### config.mk
export PLATFORM = sky130hd
export DESIGN_NAME = pea_firing_scheduler
export DESIGN_NICKNAME = d
export VERILOG_FILES = /design/src/rtl/pea_firing_scheduler.sv
export SDC_FILE = /design/constraint.sdc
export NUM_CORES = 1
export LEC_CHECK = 0
export CORE_UTILIZATION = 44
export DETAILED_ROUTE_END_ITERATION = 8
export GPL_TIMING_DRIVEN = 0
export PLACE_DENSITY_LB_ADDON = 0.3
export SYNTH_ARGS = -nofsm -noshare
export SYNTH_HDL_FRONTEND = slang
export SYNTH_SLANG_ARGS = --single-unit
export TNS_END_PERCENT = 20
### constraint.sdc
create_clock -name clk -period 2.6 [get_ports clk]
set_clock_uncertainty 0.2 [all_clocks]
set_input_delay 0.39 -clock clk [delete_from_list [all_inputs] [get_ports clk]]
set_output_delay 0.39 -clock clk [all_outputs]
set_load 0.01 [all_outputs]
### src/rtl/pea_firing_scheduler.sv
// pea_firing_scheduler: autonomous CFDF firing sequencer for the PEA actor.
// Steps next_mode through SETUP_INSTR -> INSTR -> OUTPUT. Each mode waits for
// enable, issues one invoke and waits for fc. After OUTPUT it pops one
// result/status pair from the output FIFOs. All outputs are decoded from
// registered state only.
module pea_firing_scheduler #(
   parameter int unsigned OUT_WIDTH   = 32,
   parameter int unsigned STALL_LIMIT = 64,
   parameter int unsigned FC_TIMEOUT  = 1024
) (
   input  logic                 clk,
   input  logic                 rst,
   input  logic                 start,
   input  logic                 loop,
   input  logic                 clear,
   input  logic                 enable,
   input  logic                 fc,
   input  logic [OUT_WIDTH-1:0] result_in,
   input  logic [OUT_WIDTH-1:0] status_in,
   output logic [1:0]           next_mode_out,
   output logic                 invoke,
   output logic                 rd_en_result,
   output logic                 rd_en_status,
   output logic [OUT_WIDTH-1:0] result_q,
   output logic [OUT_WIDTH-1:0] status_q,
   output logic                 done,
   output logic                 busy,
   output logic                 err,
   output logic [1:0]           err_code,
   output logic [15:0]          pass_count
);

   typedef enum logic [2:0] {
      StIdle,
      StCheck,
      StInvoke,
      StWaitFc,
      StRead,
      StCapture,
      StError
   } state_e;

   localparam logic [1:0]  ModeSetup   = 2'b00;
   localparam logic [1:0]  ModeOutput  = 2'b10;
   localparam logic [1:0]  CodeNone    = 2'b00;
   localparam logic [1:0]  CodeStall   = 2'b01;
   localparam logic [1:0]  CodeTimeout = 2'b10;
   localparam logic [15:0] StallLast   = 16'(STALL_LIMIT - 1);
   localparam logic [15:0] FcLast      = 16'(FC_TIMEOUT - 1);

   state_e               state_q, state_d;
   logic [1:0]           mode_q, mode_d;
   logic [15:0]          cnt_q, cnt_d;
   logic [15:0]          cnt_inc;
   logic [1:0]           err_code_q, err_code_d;
   logic [15:0]          pass_count_q, pass_count_d;
   logic [OUT_WIDTH-1:0] result_d, status_d;

   // Saturating increment shared by the enable-stall and fc-timeout waits.
   always_comb begin
      cnt_inc = (cnt_q == 16'hFFFF) ? cnt_q : cnt_q + 16'd1;
   end

   // Next-state logic: firing sequence, wait counters, capture and error latching.
   always_comb begin
      state_d      = state_q;
      mode_d       = mode_q;
      cnt_d        = cnt_q;
      err_code_d   = err_code_q;
      pass_count_d = pass_count_q;
      result_d     = result_q;
      status_d     = status_q;
      unique case (state_q)
         StIdle: begin
            if (start) begin
               state_d = StCheck;
               mode_d  = ModeSetup;
               cnt_d   = '0;
            end
         end
         StCheck: begin
            if (enable) begin
               state_d = StInvoke;
               cnt_d   = '0;
            end else if (cnt_q >= StallLast) begin
               state_d    = StError;
               err_code_d = CodeStall;
            end else begin
               cnt_d = cnt_inc;
            end
         end
         StInvoke: begin
            state_d = StWaitFc;
            cnt_d   = '0;
         end
         StWaitFc: begin
            if (fc) begin
               if (mode_q == ModeOutput) begin
                  state_d = StRead;
               end else begin
                  state_d = StCheck;
                  mode_d  = mode_q + 2'd1;
                  cnt_d   = '0;
               end
            end else if (cnt_q >= FcLast) begin
               state_d    = StError;
               err_code_d = CodeTimeout;
            end else begin
               cnt_d = cnt_inc;
            end
         end
         StRead: begin
            state_d = StCapture;
         end
         StCapture: begin
            // FIFO data is valid the cycle after the pop issued in StRead.
            result_d     = result_in;
            status_d     = status_in;
            pass_count_d = pass_count_q + 16'd1;
            mode_d       = ModeSetup;
            cnt_d        = '0;
            state_d      = loop ? StCheck : StIdle;
         end
         StError: begin
            // mode_q is left untouched so the failing mode stays visible.
            if (clear) begin
               state_d    = StIdle;
               err_code_d = CodeNone;
               mode_d     = ModeSetup;
            end
         end
         default: begin
            state_d = StIdle;
         end
      endcase
   end

   // State and datapath registers with synchronous reset.
   always_ff @(posedge clk) begin
      if (rst) begin
         state_q      <= StIdle;
         mode_q       <= ModeSetup;
         cnt_q        <= '0;
         err_code_q   <= CodeNone;
         pass_count_q <= '0;
         result_q     <= '0;
         status_q     <= '0;
      end else begin
         state_q      <= state_d;
         mode_q       <= mode_d;
         cnt_q        <= cnt_d;
         err_code_q   <= err_code_d;
         pass_count_q <= pass_count_d;
         result_q     <= result_d;
         status_q     <= status_d;
      end
   end

   // Moore output decode from the registered state.
   always_comb begin
      next_mode_out = mode_q;
      invoke        = (state_q == StInvoke);
      rd_en_result  = (state_q == StRead);
      rd_en_status  = (state_q == StRead);
      done          = (state_q == StCapture);
      busy          = (state_q != StIdle) && (state_q != StError);
      err           = (state_q == StError);
      err_code      = err_code_q;
      pass_count    = pass_count_q;
   end

endmodule

==> impl_results.md <==
- Async set-reset flop share out of synthesis: 0
- Status: complete, no violations
- Worst Tran Pin Value: roughly 1000 ps
- Clk buf depth: 2
- Count of final setup violators: 0
- Post-DR wirelength/cell: around 14 um
- Final #Nets: ~770
- Post-synth EDFFs: 0
- Multiplexer area fraction after synthesis: 0.00705
- Synth unique cells: between 50 and 60
- GR Overflow Total: 0
- Antenna viol nets, final: 0
- Combinational Power Share: 0.199
- Worst R2R Path Depth: 6
- Post-synth top area cell: dfxtp_1
- Total nets after synthesis: 606
- Compound-Gate Fraction of Synth Area: 0.177
- Clk_lat worst skew: between 300 and 400 ps
- Critical Path Fanout Max: 10
- First-pass GRT wire length: between 15000 and 20000 um
- PortBufs: around 160
- Startpoint types: register
- Peak VDD IR: 423 uV
- Tot GR Track Use: 0.240
- Yosys warnings: 0
- Max Clk Rate: approximately 400 MHz
- Reg2reg setup slack: about 220 ps
- CTS root buf: clkbuf_8
- First drt pass iteration count: 5
- # DRC: 0
- Rows: 35
- Avg Synthesized Cell Area: 8.00 sq um
- Vias in the first global route: 4079
- Final instance area: just over 6000 sq um
- Largest family of logic cells by synthesized area: simple AND/OR/NAND/NOR gates
- Die Span Y: about 100 um
- Max_cap viols: 0
- Sw Share: 0.282
- Initial Util: 0.456
- Die W: roughly 100 um
- # diodes: 0
- Area grow syn2layout: 46.4%
- Largest net degree at the start of global routing: 19
- GP Congestion: 0.886
- TritonCTS Buffers: 9
- CTS sink count: just over 100
- Worst hold path class: register to register
- Final hold vios: 0
- Routed wire length: approximately 12000 um
- Xor and xnor fraction of the mapped netlist area: 0.0226
- Clk slew on worst S/H paths: about 100 ps
- Post-DR vias/cell: 5.18
- Final-report max-slew violation count: 0
- Ys flop type: dfxtp_1
- Tcrit/Tclk final: 0.964
- Adder-Cell Fraction of Synth Area: 0.00882
- RSZ-0062 raised after global routing: true
- Layout cell share with drive strength beyond 1: 0.0468
- Synth Instances: ~530
- Commonest cells after routing, fill and taps aside: clkdlybuf4s50_1 (159), nand2_1 (144), dfxtp_1 (101), a21oi_1 (79), clkbuf_1 (25)
- Seq/Total Area, Yosys: 0.484
- Initial DRC count: approximately 250
- Post-DP HPWL: a little over 9000 um
- Most common cell after layout, fill and taps aside: clkdlybuf4s50_1
- Hold Path Cell Cnt: 2
- Die outline area: just over 10000 sq um
- Slew margin rel.: 0.317
- IO Pins: around 160
- P_leak: slightly above 2 nW
- # H-tree levels: 3
- Top cells by area, synth: dfxtp_1 (48%), nand2_1 (13%), a21oi_1 (9.3%)
- CP arrival: 1920 ps
- Simple-gate portion of the synthesized area: 0.260
- Cell Int Power: 2.41 mW
- CTS tree: done
- Net Sw Power: between 0.9 and 1 mW
- Dpl cell area: approximately 6000 sq um
- Total setup buffers inserted after CTS: 0
- Power consumption: about 3.4 mW
- Worst Setup End Kind: output pin
- Fin crit period: between 2000 and 3000 ps
- Setup_tns: 0 ps
- FF+latch count, synth: between 100 and 150
- Cell Area, Synth: 4260 sq um
- Crit Path Category: register to output pin
- Vias after detailed routing: about 4300
- Core Area: 9330 sq um
- WP data required: between 2000 and 2500 ps
- Flop pwr share: 0.496
- Pwr dens: between 500 and 600 nW/um^2
- Initial antenna violation count: 0
- Yosys top cell area share: 0.484
- Clk pwr share: 0.305
## registers in the layout, summed over array words and instances, names as in the netlist
signal and cells:
result_q 32, status_q 32, cnt_q 16, pass_count 16
state_q 3, err_code 2, next_mode_out 2
## path summary, 6_finish.rpt
kind / startpoint / end
max: state_q[2]$_SDFFE_PP0P_ / rd_en_status
min: result_q[15]$_SDFFE_PP0N_ / result_q[15]$_SDFFE_PP0N_
max reg2reg: state_q[0]$_SDFFE_PP0P_ / cnt_q[7]$_SDFFE_PP0P_
min reg2reg: result_q[15]$_SDFFE_PP0N_ / result_q[15]$_SDFFE_PP0N_
## Yosys cell counts (all sizes together) (2+ instances only)
library cell / number
inv: 11
nor4: 7
nor3b: 8
nand2b: 2
nand4: 7
o31ai: 3
xnor2: 8
a21oi: 79
ha: 3
o21ai: 16
buf: 4
a211oi: 5
and3: 2
o41ai: 3
xor2: 3
dfxtp: 103
or3: 6
o21bai: 2
nor2b: 3
clkbuf: 29
nor3: 9
and2: 3
a32o: 6
nand3: 15
nand3b: 3
and4: 2
a31oi: 3
nand2: 145
mux2i: 3
or4: 3
nor2: 24
## layer usage
layer | vias up | wire [um] | track usage
met2 | 140 | 6150 | 0.400
met5 | - | 0 | 0
met3 | 24 | 865 | 0.0703
li1 | 2169 | - | -
met4 | 0 | 257 | 0.0981
met1 | 1983 | 4720 | 0.289
## logic make-up after synthesis
group,Yosys count
AOI/OAI and AO/OA,126
DFF,103
adders and majority gates,3
buffers and inverters,44
and+or+nand+nor,242
muxes,3
xor gates and xnor gates,11
## critical path, cell delays in order (launching register included)
cell and delay (ps):
dfxtp_2 400, buf_6 150, nor2b_2 170, and2_1 190
buf_4 120, clkdlybuf4s50_1 510
## timing repair
action	4_1_cts	5_1_grt
gates resized for setup	7	5
endpoints found under the setup margin	7	28
hold buffers	0	0
## power groups by stage
| stage | Combinational, mW | Sequential, mW | Clock [mW] |
|---|---|---|---|
| after global routing | 0.734 | 1.67 | 1.12 |
| after global placement | 0.653 | 1.69 | 0 |
| after detailed placement | 0.666 | 1.69 | 0 |
| final | 0.667 | 1.67 | 1.02 |
| after floorplan | 0.350 | 1.70 | 0 |
| after CTS | 0.663 | 1.66 | 1.05 |
## final cells by class
class,count,area [sq um]
fill,783,3090
buffer,31,131
multi-input combinational,385,2030
sequential,103,2060
clock buffer,9,124
tap,129,161
inverter,11,46.3
timing repair buffer,159,1590
clock inverter,7,80.1
## stage by stage
step           hold slack (ps)  std cells   util  setup WS (ps)
2_1_floorplan              262        532      -            414
3_3_place_gp               242        820  0.644           -103
3_5_place_dp               247        820  0.644           -161
4_1_cts                    260        834  0.667           33.4
5_1_grt                    284        834  0.668          -14.0
6_report                   260        834  0.668           94.1
Power figures use the tool's default switching activity.
